## src/rtl/rf_ctrl_pkg.sv

```systemverilog
// Shared register-file constants and types for the writeback scheduler.
// Optional bypass feature in the scheduler is enabled by defining RF_WB_BYPASS_EN.
package rf_ctrl_pkg;

    localparam int RF_ADDR_W = 5;
    localparam int RF_DATA_W = 32;
    localparam int RF_NUM    = 32;

    typedef logic [RF_ADDR_W-1:0] rf_addr_t;
    typedef logic [RF_DATA_W-1:0] rf_data_t;

    localparam rf_addr_t RF_ZERO = 5'd0;

endpackage

```

## src/rtl/rf_wb_scheduler_rr_arbiter.sv

```systemverilog
// Combinational round-robin arbiter: the first requester at or after ptr
// (with wrap) receives a one-hot grant and its encoded index.
module rr_arbiter #(
    parameter int N     = 3,
    parameter int IDX_W = (N > 1) ? $clog2(N) : 1
) (
    input  logic [N-1:0]     req,
    input  logic [IDX_W-1:0] ptr,
    output logic [N-1:0]     gnt,
    output logic [IDX_W-1:0] gnt_idx
);

    // Rotating priority search starting from ptr.
    always_comb begin
        int  idx;
        logic found;
        gnt     = {N{1'b0}};
        gnt_idx = {IDX_W{1'b0}};
        found   = 1'b0;
        idx     = 0;
        for (int i = 0; i < N; i++) begin
            idx = (int'(ptr) + i) % N;
            if (!found && req[idx]) begin
                found    = 1'b1;
                gnt[idx] = 1'b1;
                gnt_idx  = IDX_W'(idx);
            end else begin
                found = found;
            end
        end
    end

endmodule

```

## src/rtl/rf_wb_scheduler.sv

```systemverilog
// Writeback scheduler and pending-destination scoreboard for the register file.
// Define RF_WB_BYPASS_EN to forward the in-flight write to decode read ports.
module rf_wb_scheduler
    import rf_ctrl_pkg::*;
#(
    parameter int NREQ   = 3,
    parameter int ADDR_W = RF_ADDR_W,
    parameter int DATA_W = RF_DATA_W
) (
    input  logic                   clk,
    input  logic                   reset,
    input  logic                   issue_valid,
    input  logic [ADDR_W-1:0]      issue_dest,
    output logic                   issue_ready,
    input  logic [NREQ-1:0]        wb_valid,
    output logic [NREQ-1:0]        wb_ready,
    input  logic [NREQ*ADDR_W-1:0] wb_addr,
    input  logic [NREQ*DATA_W-1:0] wb_data,
    output logic                   rf_we,
    output logic [ADDR_W-1:0]      rf_waddr,
    output logic [DATA_W-1:0]      rf_wdata,
    input  logic [ADDR_W-1:0]      raddr1,
    input  logic [ADDR_W-1:0]      raddr2,
    output logic                   stall1,
    output logic                   stall2,
    output logic                   byp_hit1,
    output logic                   byp_hit2,
    output logic [DATA_W-1:0]      byp_data1,
    output logic [DATA_W-1:0]      byp_data2
);

    localparam int NREG  = 1 << ADDR_W;
    localparam int IDX_W = (NREQ > 1) ? $clog2(NREQ) : 1;

    logic [IDX_W-1:0]  rr_ptr_q, rr_ptr_d;
    logic              rf_we_q, rf_we_d;
    logic [ADDR_W-1:0] rf_waddr_q, rf_waddr_d;
    logic [DATA_W-1:0] rf_wdata_q, rf_wdata_d;
    logic [NREG-1:0]   busy_q, busy_d;

    logic [NREQ-1:0]   arb_gnt_s;
    logic [IDX_W-1:0]  gnt_idx_s;
    logic              any_gnt_s;
    logic [ADDR_W-1:0] sel_addr_s;
    logic [DATA_W-1:0] sel_data_s;
    logic              issue_fire_s;

    rr_arbiter #(.N(NREQ), .IDX_W(IDX_W)) u_arb (
        .req     (wb_valid),
        .ptr     (rr_ptr_q),
        .gnt     (arb_gnt_s),
        .gnt_idx (gnt_idx_s)
    );

    // Grant gating and selection of the winning requester's payload.
    always_comb begin
        sel_addr_s = {ADDR_W{1'b0}};
        sel_data_s = {DATA_W{1'b0}};
        if (reset) begin
            wb_ready  = {NREQ{1'b0}};
            any_gnt_s = 1'b0;
        end else begin
            wb_ready  = arb_gnt_s;
            any_gnt_s = |arb_gnt_s;
        end
        for (int i = 0; i < NREQ; i++) begin
            if (arb_gnt_s[i]) begin
                sel_addr_s = wb_addr[i*ADDR_W +: ADDR_W];
                sel_data_s = wb_data[i*DATA_W +: DATA_W];
            end else begin
                sel_addr_s = sel_addr_s;
            end
        end
    end

    // Next-state for pointer and write-port register; a grant to r0 is consumed silently.
    always_comb begin
        rr_ptr_d   = rr_ptr_q;
        rf_we_d    = 1'b0;
        rf_waddr_d = rf_waddr_q;
        rf_wdata_d = rf_wdata_q;
        if (any_gnt_s) begin
            if (gnt_idx_s == IDX_W'(NREQ - 1)) begin
                rr_ptr_d = {IDX_W{1'b0}};
            end else begin
                rr_ptr_d = gnt_idx_s + {{(IDX_W-1){1'b0}}, 1'b1};
            end
            if (sel_addr_s != {ADDR_W{1'b0}}) begin
                rf_we_d    = 1'b1;
                rf_waddr_d = sel_addr_s;
                rf_wdata_d = sel_data_s;
            end else begin
                rf_we_d = 1'b0;
            end
        end else begin
            rr_ptr_d = rr_ptr_q;
        end
    end

    // Scoreboard: a busy register stays busy through its write cycle, so issue_ready ignores wb traffic.
    always_comb begin
        issue_ready  = (issue_dest == {ADDR_W{1'b0}}) || !busy_q[issue_dest];
        issue_fire_s = issue_valid && issue_ready && (issue_dest != {ADDR_W{1'b0}});
        busy_d       = busy_q;
        if (rf_we_q) begin
            busy_d[rf_waddr_q] = 1'b0;
        end else begin
            busy_d = busy_d;
        end
        if (issue_fire_s) begin
            busy_d[issue_dest] = 1'b1;
        end else begin
            busy_d = busy_d;
        end
        busy_d[0] = 1'b0;
    end

    // Hazard detection and optional forwarding of the in-flight write.
    always_comb begin
`ifdef RF_WB_BYPASS_EN
        byp_hit1  = rf_we_q && (rf_waddr_q == raddr1) && (raddr1 != {ADDR_W{1'b0}});
        byp_hit2  = rf_we_q && (rf_waddr_q == raddr2) && (raddr2 != {ADDR_W{1'b0}});
        byp_data1 = rf_wdata_q;
        byp_data2 = rf_wdata_q;
`else
        byp_hit1  = 1'b0;
        byp_hit2  = 1'b0;
        byp_data1 = {DATA_W{1'b0}};
        byp_data2 = {DATA_W{1'b0}};
`endif
        stall1 = (raddr1 != {ADDR_W{1'b0}}) && busy_q[raddr1] && !byp_hit1;
        stall2 = (raddr2 != {ADDR_W{1'b0}}) && busy_q[raddr2] && !byp_hit2;
    end

    // State registers with synchronous reset.
    always_ff @(posedge clk) begin
        if (reset) begin
            rr_ptr_q   <= {IDX_W{1'b0}};
            rf_we_q    <= 1'b0;
            rf_waddr_q <= {ADDR_W{1'b0}};
            rf_wdata_q <= {DATA_W{1'b0}};
            busy_q     <= {NREG{1'b0}};
        end else begin
            rr_ptr_q   <= rr_ptr_d;
            rf_we_q    <= rf_we_d;
            rf_waddr_q <= rf_waddr_d;
            rf_wdata_q <= rf_wdata_d;
            busy_q     <= busy_d;
        end
    end

    assign rf_we    = rf_we_q;
    assign rf_waddr = rf_waddr_q;
    assign rf_wdata = rf_wdata_q;

endmodule

```

## config.mk

```make
export PLATFORM = sky130hd
export DESIGN_NAME = rf_wb_scheduler
export DESIGN_NICKNAME = d
export VERILOG_FILES = /design/src/rtl/rf_ctrl_pkg.sv /design/src/rtl/rf_wb_scheduler_rr_arbiter.sv /design/src/rtl/rf_wb_scheduler.sv
export SDC_FILE = /design/constraint.sdc
export NUM_CORES = 1
export LEC_CHECK = 0
export CAP_MARGIN = 0
export CORE_MARGIN = 2
export CORE_UTILIZATION = 33
export DETAILED_ROUTE_END_ITERATION = 6
export PLACE_DENSITY = 0.71
export SLEW_MARGIN = 20
export SYNTH_ARGS = -nofsm -noshare
export SYNTH_HDL_FRONTEND = slang
export SYNTH_HIERARCHICAL = 1
export SYNTH_SLANG_ARGS = --single-unit
```

## constraint.sdc

```tcl
create_clock -name clk -period 9.34 [get_ports clk]
set_input_delay 1.401 -clock clk [delete_from_list [all_inputs] [get_ports clk]]
set_output_delay 1.401 -clock clk [all_outputs]
set_load 0.02 [all_outputs]
```

==> metrics.md <==
| Metric | Value |
|---|---|
| Run status | finished, final reports clean |
| Final instance area | 7151 sq um |
| Reg clk slew, reported paths | 0.06 ns |
| Top area cells in the synthesized netlist | dfxtp_1, buf_4, mux4_2 |
| Via count | 5222 |
| Pleak | 2.778 nW |
| Final HPWL DP | 12.44 mm |
| First-pass GRT wire length | 25.81 mm |
| GRT Util Overall | 19.32% |
| Die Width | 130.3 um |
| Post-synth ARST share | 0% |
| CP max stage delay | 0.91 ns |
| Final setup viols | 0 |
| Area Overhead vs Synth | 35.91% |
| Max Clock Freq | 179.2 MHz |
| Overall routed net length | 16.61 mm |
| ANT nets after route | 0 |
| Fraction of layout cells with a size suffix above 1 | 8.150% |
| Vias per cell | 5.280 |
| Clk_skew | 0.008066 ns |
| Grt total ovfl | 0 |
| Final nets | 904 |
| CTS tree | built |
| Post-DR wirelength/cell | 16.80 um |
| Most used cell, CP | clkdlybuf4s50_1 |
| Setup TNS | 0 ns |
| CTS max path bufs | 2 |
| MaxCap Viol Count | 0 |
| TritonRoute pass-1 iters | 5 |
| Critical path class | in2out |
| Worst-path cell chain | clkdlybuf4s50_1 > mux4_2 > a22oi_1 > o2111ai_1 > nor2_1 > clkdlybuf4s50_1 |
| Highest ir drop seen on vdd | 0.2297 mV |
| Root buf cell | clkbuf_16 |
| Crit end category | primary output |
| Cts hold-fix bufs | 0 |
| Die height | 130.3 um |
| Residual DRC | 0 |
| Synth top area share | 27.02% |
| Pin slew with the least headroom to its limit | 0.8962 ns |
| Final Hold Viols | 0 |
| Vias in the first global route | 4904 |
| Avg Cell Area, Syn | 8.432 sq um |
| CP Launch Type | input pin |
| Crit-path slowest cell | clkdlybuf4s50_1 |
| Slew headroom | 40.12% |
| PnR worst setup slack | 3.758 ns |
| Syn Std Cell Area | 5261 sq um |
| Critical Path AT | 4.18 ns |
| Final core utilization | 45.51% |
| Die Area | 16970 sq um |
| Sink Count | 71 |
| RSZ-0062 raised after global routing | no |
| CTS Buf Count | 9 |
| IO Pins | 242 |
| Pre-CTS WS | 3.722 ns |
| Register area share after synthesis | 27.02% |
| Placement Rows | 46 |
| Crit-path max FO | 15 |
| Hold WC Path Type | reg2reg |
| Postcts setup bufs | 0 |
| Synth warnings | 6 |
| Routability cong. | 0.8970 |
| DR iter-0 viols | 505 |
| Worst hold margin | 0.5181 ns |
| Mapped Cells | 624 |
| #FFs+latches synth | 71 |
| Clk_lat worst skew | 0.33 ns |
| Initial antenna violation count | 0 |
| H-tree depth | 3 |
| Tmin final | 5.582 ns |
| Ant. Diodes | 0 |
| Fill cells | 1566 |
| Final period util | 59.76% |
| Total core area | 15710 sq um |
| Post-synth EDFFs | 0 |
| Synth area leader | dfxtp_1 |
| Most common flop cell mapped by yosys | dfxtp_1 |
| Pwr per Cell Area | 252.5 nW/um^2 |
| Post-CTS Resized | 0 |
| Post-place instance area | 6877 sq um |
| Pin count of the biggest net entering global routing | 77 |
| PortBufs | 175 |
| Slew Limit Fails | 0 |
| Distinct cells, synth | 53 |
| Initial Util | 33.48% |
| WP data required | 7.94 ns |
logic make-up (layout without fill, tap and decap cells):
kind of cell    Yosys count  in the layout  synth area share (%)
buf+inv                 129            213                 14.72
other cells               1             66               0.07128
flops                    71             71                 27.02
mux                      34             34                 12.37
fa+ha+maj                 4              4                0.9513
simple gates            184            184                 18.31
compound gates          201            201                 26.56
layout make-up:
| class | count | area, sq um | share of cell area, % |
|---|---|---|---|
| clock buffer | 10 | 229.0 | 3.202 |
| clock inverter | 6 | 45.04 | 0.6299 |
| inverter | 15 | 56.30 | 0.7874 |
| multi-input combinational | 489 | 3324 | 46.49 |
| sequential | 71 | 1421 | 19.88 |
| tap | 216 | 270.3 | 3.780 |
| timing repair buffer | 182 | 1804 | 25.23 |
power breakdown:
group | switching, W | internal, W | total (W) | leakage (nW)
clock network | 0.000137 | 0.000181 | 0.000318 | 0.126
logic | 0.000658 | 0.000432 | 0.00109 | 2.07
registers | 0.0000410 | 0.000357 | 0.000398 | 0.579
worst max-delay path: cells and delay by family:
family | cells | cell delay [ns]
AND/OR/NAND/NOR | 1 | 0.14
buffers and inverters | 2 | 1.52
multiplexers | 1 | 0.64
AO/OA/AOI/OAI | 2 | 0.46
state kept, by name, summed over array words and instances, names as in the netlist:
| signal | cells |
|---|---|
| rf_wdata | 32 |
| busy_q | 31 |
| rf_waddr | 5 |
| rr_ptr_q | 2 |
| rf_we | 1 |
through the flow:
stage / std cells / power, W
after floorplan: 689 / 0.001190
after global placement: 973 / 0.001481
after detailed placement: 973 / 0.001495
after CTS: 989 / 0.001816
after global routing: 989 / 0.001938
final: 989 / 0.001806
synthesized netlist by cell type (5+ instances only):
master and instances:
clkbuf_1 33, nand3_1 17, mux4_2 23, mux2i_1 5, inv_1 15, a22oi_1 35
a22o_1 37, nor2b_1 8, buf_2 7, nor3_1 5, a21oi_1 19, nor3b_1 5
nand2_1 64, o21ai_0 39, buf_4 71, o21ai_1 26, and3_1 38, nand3b_1 8
o211ai_1 20, dfxtp_1 71, nor2_1 21
layout by cell type (no fill, tap or decap), types with 3 or more instances in the layout:
cell             instances
a22oi_1                 35
o22ai_1                  3
a31o_1                   4
o21ai_1                 26
a41o_1                   4
clkbuf_16                9
nor3_1                   5
inv_1                   15
mux4_2                  23
clkinvlp_4               3
nand2_1                 64
nor2b_1                  7
mux2_2                   4
mux2i_1                  5
conb_1                  66
or3_1                    3
o21ai_0                 39
nor2_1                  21
and3_1                  38
o211ai_1                20
nand3_1                 17
clkdlybuf4s50_1        175
dfxtp_1                 71
ha_1                     4
nand3b_1                 8
nor3b_1                  5
buf_4                    7
a21oi_1                 18
nand3_2                  4
a22o_1                  37
worst paths after layout:
path / endpoint / slack (ns) / cells after the start / start
worst max register to register: rf_wdata[17] / 5.12 / 13 / rr_ptr_q[0]
worst max-delay path: issue_ready / 3.76 / 6 / issue_dest[0]
worst min-delay path: busy_q[2] / 0.52 / 2 / busy_q[2]
worst min register to register: busy_q[2] / 0.52 / 2 / busy_q[2]
layer usage:
| metal | vias up | GRT usage [%] | wire length (um) |
|---|---|---|---|
| li1 | 2480 | - | - |
| met1 | 2436 | 24.50 | 6713 |
| met2 | 278 | 31.51 | 8013 |
| met3 | 28 | 6.560 | 1537 |
| met4 | 0 | 5.123 | 348 |
| met5 | - | 0 | 0 |
Power figures use the tool's default switching activity.
